<file path="src/rtl/scamp_uinstr_pkg.sv">
// Microinstruction field map and fixed control words for the SCAMP CPU.
// Words are native: bit 15 is EO_bar, so the logical value is word ^ 16'h8000.
package scamp_uinstr_pkg;

    localparam int EO  = 15;
    localparam int EX  = 14;
    localparam int NX  = 13;
    localparam int EY  = 12;
    localparam int NY  = 11;
    localparam int F   = 10;
    localparam int NO  = 9;
    localparam int XI  = 8;
    localparam int II  = 7;
    localparam int MI  = 6;
    localparam int JC  = 5;
    localparam int JZ  = 4;
    localparam int JGT = 3;
    localparam int JLT = 2;

    localparam logic [15:0] NOP    = 16'h8000;
    localparam logic [15:0] FETCH0 = 16'h8040;
    localparam logic [15:0] FETCH1 = 16'hB4C0;

    typedef enum logic {
        SEQ_RUN    = 1'b0,
        SEQ_HALTED = 1'b1
    } seq_state_e;

endpackage

</file>
<file path="src/rtl/jump_qualify.sv">
// Combinational branch condition: the emitted jump bits qualified by ALU flags.
module jump_qualify (
    input  logic       enable,
    input  logic [3:0] jump_bits,
    input  logic       flag_z,
    input  logic       flag_lt,
    input  logic       flag_c,
    output logic       jump
);

    // jump_bits = {JC, JZ, JGT, JLT}
    assign jump = enable & ((jump_bits[3] & flag_c)
                          | (jump_bits[2] & flag_z)
                          | (jump_bits[1] & ~flag_z & ~flag_lt)
                          | (jump_bits[0] & flag_lt));

endmodule

</file>
<file path="src/rtl/microsequencer.sv">
// T-state sequencer: hard-wired fetch, ROM-driven execute steps, early end on
// an empty word, stall freeze and halt at instruction boundaries.
module microsequencer
    import scamp_uinstr_pkg::*;
#(
    parameter int OP_BITS = 8,
    parameter int T_BITS  = 3
) (
    input  logic                       clk,
    input  logic                       reset_bar,
    input  logic [OP_BITS-1:0]         opcode,
    input  logic [15:0]                rom_data,
    input  logic                       stall,
    input  logic                       halt_req,
    input  logic                       flag_z,
    input  logic                       flag_lt,
    input  logic                       flag_c,
    output logic [OP_BITS+T_BITS-1:0]  uaddr,
    output logic [15:0]                uinstr,
    output logic [T_BITS-1:0]          tstate,
    output logic                       instr_start,
    output logic                       jump_load,
    output logic                       halted
);

    localparam logic [0:0] RUN    = 1'(SEQ_RUN);
    localparam logic [0:0] HALTED = 1'(SEQ_HALTED);
    localparam logic [T_BITS-1:0] T_LAST = '1;

    logic [0:0]        state_reg, state_next;
    logic [T_BITS-1:0] tstate_reg, tstate_next;
    logic              active;
    logic              boundary;

    // Sequencing only happens when running, out of reset and not stalled.
    assign active   = reset_bar && (state_reg == RUN) && !stall;
    assign boundary = ((tstate_reg >= T_BITS'(2)) && (rom_data == NOP))
                   || (tstate_reg == T_LAST);

    always_comb begin
        uinstr = NOP;
        if (active) begin
            if (tstate_reg == T_BITS'(0))
                uinstr = FETCH0;
            else if (tstate_reg == T_BITS'(1))
                uinstr = FETCH1;
            else
                uinstr = rom_data;
        end
    end

    always_comb begin
        state_next  = state_reg;
        tstate_next = tstate_reg;
        if (state_reg == HALTED) begin
            tstate_next = '0;
            if (!halt_req)
                state_next = RUN;
        end else if (!stall) begin
            if (boundary) begin
                tstate_next = '0;
                if (halt_req)
                    state_next = HALTED;
            end else begin
                tstate_next = tstate_reg + T_BITS'(1);
            end
        end
    end

    always_ff @(posedge clk) begin
        if (!reset_bar) begin
            state_reg  <= RUN;
            tstate_reg <= '0;
        end else begin
            state_reg  <= state_next;
            tstate_reg <= tstate_next;
        end
    end

    assign tstate      = tstate_reg;
    assign uaddr       = {opcode, tstate_reg};
    assign instr_start = active && (tstate_reg == T_BITS'(0));
    assign halted      = reset_bar && (state_reg == HALTED);

    jump_qualify u_jump_qualify (
        .enable    (active),
        .jump_bits (uinstr[JC:JLT]),
        .flag_z    (flag_z),
        .flag_lt   (flag_lt),
        .flag_c    (flag_c),
        .jump      (jump_load)
    );

endmodule

</file>
<file path="config.mk">
export PLATFORM = sky130hd
export DESIGN_NAME = microsequencer
export DESIGN_NICKNAME = d
export VERILOG_FILES = /design/src/rtl/scamp_uinstr_pkg.sv /design/src/rtl/jump_qualify.sv /design/src/rtl/microsequencer.sv
export SDC_FILE = /design/constraint.sdc
export NUM_CORES = 1
export LEC_CHECK = 0
export ABC_AREA = 0
export CAP_MARGIN = 25
export CELL_PAD_IN_SITES_DETAIL_PLACEMENT = 1
export CELL_PAD_IN_SITES_GLOBAL_PLACEMENT = 2
export CORE_MARGIN = 4
export CORE_UTILIZATION = 27
export CTS_BUF_LIST = sky130_fd_sc_hd__clkbuf_16
export CTS_CLUSTER_SIZE = 20
export DETAILED_ROUTE_END_ITERATION = 10
export DONT_BUFFER_PORTS = 1
export GPL_TIMING_DRIVEN = 0
export HOLD_SLACK_MARGIN = 0.06
export PLACE_DENSITY = 0.74
export SYNTH_ARGS = -nofsm -noshare
export SYNTH_HDL_FRONTEND = slang
export SYNTH_HIERARCHICAL = 1
export SYNTH_SLANG_ARGS = --single-unit
</file>
<file path="constraint.sdc">
create_clock -name clk -period 3.5 [get_ports clk]
set_clock_uncertainty 0.15 [all_clocks]
set_input_delay 0.7 -clock clk [delete_from_list [all_inputs] [get_ports clk]]
set_output_delay 0.7 -clock clk [all_outputs]
set_load 0.01 [all_outputs]
</file>
# ---- Word level (Yosys, flattened, before mapping)
# Index checks and enable logic that the tools add are counted.
dict set report word_totals {
  elab_cells 37
  input_bits 31
  reg_bits 4
  out_inout_bits 33
}
dict set report classes {
  n_lt_le_gt_ge 1
  addsub 1
  eq_ne 3
  mux 8
  n_bitwise 13
  reduce_logical 9
}
# operator n
set op_table {}
lappend op_table {{two-way mux 16 bit} 3}
lappend op_table {{== test 16 bit, second input constant} 1}
lappend op_table {{AND 1 bit} 6}
lappend op_table {{logical AND 1 bit} 5}
lappend op_table {{two-way mux 1 bit} 4}
lappend op_table {{inverter 1 bit} 4}
lappend op_table {{adder 3 x 1 -> 3 bit, second input constant} 1}
lappend op_table {{== test 3 x 1 -> 1 bit, second input constant} 1}
lappend op_table {{== test 3 bit, second input constant} 1}
lappend op_table {{greater-or-equal comparator 3 x 2 -> 1 bit, second input constant} 1}
lappend op_table {{zero test 3 bit} 1}
lappend op_table {{two-way mux 3 bit} 1}
lappend op_table {{bitwise OR 1 bit} 3}
lappend op_table {{OR reduction 2 bit} 1}
lappend op_table {{zero test 1 bit} 1}
lappend op_table {{logical OR 1 bit} 1}

# ---- Longest topological paths before layout
dict set report logic_depth {
  depth_word 9
  depth_mapped 9
}

# ---- Hierarchy
# Netlist, hierarchy kept.
# mod seq_area_each_um2 cells_per_inst area_per_inst_um2 instances
set modules_own_cells {}
lappend modules_own_cells {microsequencer 80.1 72 519.2 1}
lappend modules_own_cells {jump_qualify 0.0 5 30.0 1}

# ---- Worst setup path after synthesis
# OpenSTA, ideal clock, no wires.
dict set report synth_timing {
  path_kind {input-to-output}
  from {in reset_bar}
  to {out jump_load}
  path_buffers 2
  slack_ns 0.695
  t_arrival_ns 1.955
  cell_stages 7
  path_cell_list {nand2b_4 > buf_6 > nor3_2 > clkbuf_2 > and2_1 > or3b_1 > a31oi_1}
}
dict set report synth_via {
  elab_chain_len 8
}
# item line_no
set synth_rtl {}
lappend synth_rtl {{from (decl)} microsequencer.sv:10} ;# input logic reset_bar,
lappend synth_rtl {{logical AND 1 bit (2 in series)} microsequencer.sv:36} ;# assign active = reset_bar && (state_reg == RUN) && !stall;
lappend synth_rtl {{two-way mux 16 bit} microsequencer.sv:42} ;# if (active) begin
lappend synth_rtl {{via uinstr[3]} microsequencer.sv:19} ;# output logic [15:0] uinstr,
lappend synth_rtl {{AND 1 bit (2 in series)} jump_qualify.sv:14} ;# | (jump_bits[1] & ~flag_z & ~flag_lt)
lappend synth_rtl {{bitwise OR 1 bit} jump_qualify.sv:14}
lappend synth_rtl {{bitwise OR 1 bit} jump_qualify.sv:15} ;# | (jump_bits[0] & flag_lt));
lappend synth_rtl {{AND 1 bit} jump_qualify.sv:12} ;# assign jump = enable & ((jump_bits[3] & flag_c)
lappend synth_rtl {{to (decl)} microsequencer.sv:22} ;# output logic jump_load,
# The timed path passes the listed nets, and every way through them passes these cells.

# ---- Final worst setup path
dict set report layout_timing {
  from {reg tstate_reg[0], in the netlist tstate[0]}
  to {out jump_load}
}
dict set report layout_via {
  elab_chain_len 9
}
# item line_no
set layout_rtl {}
lappend layout_rtl {{from (decl)} microsequencer.sv:31} ;# logic [T_BITS-1:0] tstate_reg, tstate_next;
lappend layout_rtl {{from (signal assigned)} microsequencer.sv:76} ;# tstate_reg <= tstate_next;
lappend layout_rtl {{== test 3 x 1 -> 1 bit} microsequencer.sv:45} ;# else if (tstate_reg == T_BITS'(1))
lappend layout_rtl {{two-way mux 16 bit} microsequencer.sv:45}
lappend layout_rtl {{two-way mux 16 bit *} microsequencer.sv:43} ;# if (tstate_reg == T_BITS'(0))
lappend layout_rtl {{two-way mux 16 bit *} microsequencer.sv:42}
lappend layout_rtl {{via uinstr[3]} microsequencer.sv:19}
lappend layout_rtl {{AND 1 bit * (2 in series)} jump_qualify.sv:14}
lappend layout_rtl {{bitwise OR 1 bit *} jump_qualify.sv:14}
lappend layout_rtl {{bitwise OR 1 bit *} jump_qualify.sv:15}
lappend layout_rtl {{AND 1 bit *} jump_qualify.sv:12}
# The timed path passes the listed nets; every way through them passes the cells marked *.

==> summary.txt <==
Route
  – Routed Antenna Nets: 0
  – DRT Wirelength: 1590 microns
  – Avg Vias per Cell: 5.04
  – First drt pass iteration count: 4
  – Metal-1 WL: 620 microns
  – Initial DRC count: 5
  – WL met3: 213 microns
  – Via count: 539
  – DRC Markers: 0
  – Met2 WL post-DR: 744 microns
  – WL per Instance: 14.9 microns
  – Top layer in use: met4

Yosys
  – Share of the synthesized area in the top cell type: 15.0%
  – Sequential area share after synthesis: 14.6%
  – Synth Register Bits: 4
  – Synth Area per Inst: 7.13 sq um
  – Syn Nets: 112
  – Number of synthesized flops with an enable pin: 0
  – Synth top area cells: buf_4, dfxtp_1, and2_1
  – Syn Inst Count: 77
  – Synth warnings: 6
  – Ys async rst share: 0%
  – Mapped Area: 549 sq um
  – Synth cell types: 27
  – Main synth FF type: dfxtp_1
  – Dominant cell type by area after synthesis: buf_4

Clocking
  – CTS root buf: clkbuf_16
  – Clock Path Buffers: 2
  – Reg clk slew, reported paths: 0.03 ns
  – Clock latency at the later pin of the worst-skew pair: 0.22 ns
  – TritonCTS buffer count: 3
  – Hold-fix buffers at CTS: 0
  – # clock sinks: 4
  – Setup Fix Bufs, Post-CTS: 0
  – H-tree Lvls: 1
  – # resized after CTS: 0
  – TritonCTS clock tree: done

Power
  – Maximum VDD drop: 0.265 mV
  – Pleak: 0.278 nW
  – Cell internal pwr: 0.216 mW
  – Net switching power figure: 0.0640 mW
  – Clk pwr share: 64.0%
  – Gate power share: 17.2%
  – Sequential power share: 18.8%
  – Switching part of the total: 22.9%
  – Design Power: 0.280 mW
  – Pwr dens: 425 mW/mm^2

GRT
  – GRT Total Usage: 10.7%
  – Number of global-route vias before repair: 528
  – Initial antenna violation count: 0
  – First-pass GRT wire length: 2210 microns
  – Largest net degree at the start of global routing: 11
  – Remaining Overflow, GRT: 0

Finish
  – ANT cells: 0
  – Seq. cell area: 80.1 sq um
  – Fraction of layout cells with a size suffix above 1: 23.8%
  – Number of nets in the layout: 117
  – Fillers: 259
  – Most common cell after layout, fill and taps aside: nor2_1
  – Area of the multi-input gates: 355 sq um
  – Max reg flops: 3
  – Area added between synthesis and finish: 19.8%
  – Commonest non-fill, non-tap cells in the layout: nor2_1, buf_4, and2_1

Timing
  – RSZ-0062 raised after global routing: no
  – Slew HR: 75.2%
  – Worst setup margin: 0.316 ns
  – Final hold violation count: 0
  – Fin crit share: 91.0%
  – Setup violations, final: 0
  – Least-Margin Pin Slew: 0.369 ns
  – Sum Neg Setup Slack: 0 ns
  – Fmax: 314 MHz
  – Fin. max-slew vios: 0
  – Final min period: 3.18 ns

Setup path
  – Worst path most repeated cell: nor2_1
  – CP Capture Type: output pin
  – Crit path launch type: flip-flop
  – CP max stage cell: dfxtp_1
  – Reg-to-reg startpoint: tstate[0]$_SDFFE_PP0N_
  – Critical Path AT: 2.33 ns
  – Reg2Reg Depth: 4
  – R2R Path End: tstate[0]$_SDFFE_PP0N_
  – WP data required: 2.65 ns
  – CP peak stage delay: 0.46 ns
  – CP Class: reg -> out
  – Flop-to-flop setup slack: 1.85 ns
  – CP Cell Sequence: inv_1, ha_1, nor2_1, nor2_1, nor3_2, clkbuf_2, and2_1, or3b_1, a31oi_1
  – Worst-path maximum fanout: 10

Place
  – DP Wirelength: 1360 microns
  – DP Worst Slack: 0.503 ns
  – Gpl congestion: 0.714
  – IO Port Bufs: 0

Floorplan
  – Rows: 16
  – Die width: 53.1 microns
  – Chip height: 53.1 microns
  – Core area: 0.00194 sq mm
  – Die area: 0.00282 sq mm
  – Initial Utilization: 28.3%
  – I/O pins: 64

Worst hold path
  – HP Start: state_reg$_SDFF_PN0_
  – Worst min path class: reg -> reg
  – Hold EP: state_reg$_SDFF_PN0_
  – Hold Path Stages: 1

Outcome
  – Status: finished, final reports clean

Job
  – Maxcap violations: 0
power groups by stage:
stage          clock network (mW)  logic, mW  registers (mW)
3_3_place_gp                    0     0.0484          0.0532
3_5_place_dp                    0     0.0489          0.0534
5_1_grt                     0.185     0.0538          0.0533
6_report                    0.179     0.0480          0.0526
4_1_cts                     0.181     0.0491          0.0528
2_1_floorplan                   0     0.0427          0.0522
worst max-delay path: cells and delay by family, from the launching register on:
kind                       cells  cell delay, ns
buffers and inverters          2            0.30
adders and majority gates      1            0.22
AOI/OAI and AO/OA              1            0.26
and+or+nand+nor                5            0.86
DFF                            1            0.46
layout make-up:
| class | count | area share [%] |
|---|---|---|
| multi-input combinational | 56 | 54.0 |
| buffer | 13 | 15.0 |
| sequential | 4 | 12.2 |
| clock buffer | 3 | 11.4 |
| tap | 27 | 5.13 |
| inverter | 4 | 2.28 |
routing by layer:
metal	track usage [%]	vias to the layer above
met3	2.25	2
li1	-	258
met2	18.0	35
met1	12.3	244
met4	6.38	0
met5	0	-
Yosys cell counts (2+ instances only):
library cell and count:
o21ai_0 2, nor3_1 2, nand2b_1 2, nand2_1 5, o32ai_1 2, dfxtp_1 4, nor2_1 13, nor4_1 3
inv_1 4, ha_1 4, buf_4 11, and2_1 10
kinds of logic after synthesis:
group                    Yosys count  synth area share [%]
AND/OR/NAND/NOR                   43                  43.5
adder cells (fa/ha/maj)            4                  9.11
AO/OA/AOI/OAI                      9                  12.1
buffers and inverters             17                  20.7
flip-flops                         4                  14.6
worst max-delay path by stage:
stage,end,from,slack (ns)
floorplan,jump_load,reset_bar,0.70
global route,jump_load,tstate[1]$_SDFFE_PP0N_,0.08
CTS,jump_load,tstate[0]$_SDFFE_PP0N_,0.27
finish,jump_load,tstate[0]$_SDFFE_PP0N_,0.32
global placement,jump_load,tstate[0]$_SDFFE_PP0N_,0.53
detailed placement,jump_load,tstate[0]$_SDFFE_PP0N_,0.50
per-stage QoR:
stage | utilization, % | hold slack, ns | instance area [sq um] | instances
final | 33.9 | 0.411 | 658 | 107
after global routing | 33.9 | 0.474 | 658 | 107
after CTS | 33.9 | 0.419 | 658 | 107
after detailed placement | 30.0 | 0.406 | 583 | 104
after global placement | 30.0 | 0.395 | 583 | 104
after floorplan | - | 0.374 | 549 | 77
No activity file was read; power rests on OpenSTA's default activity.
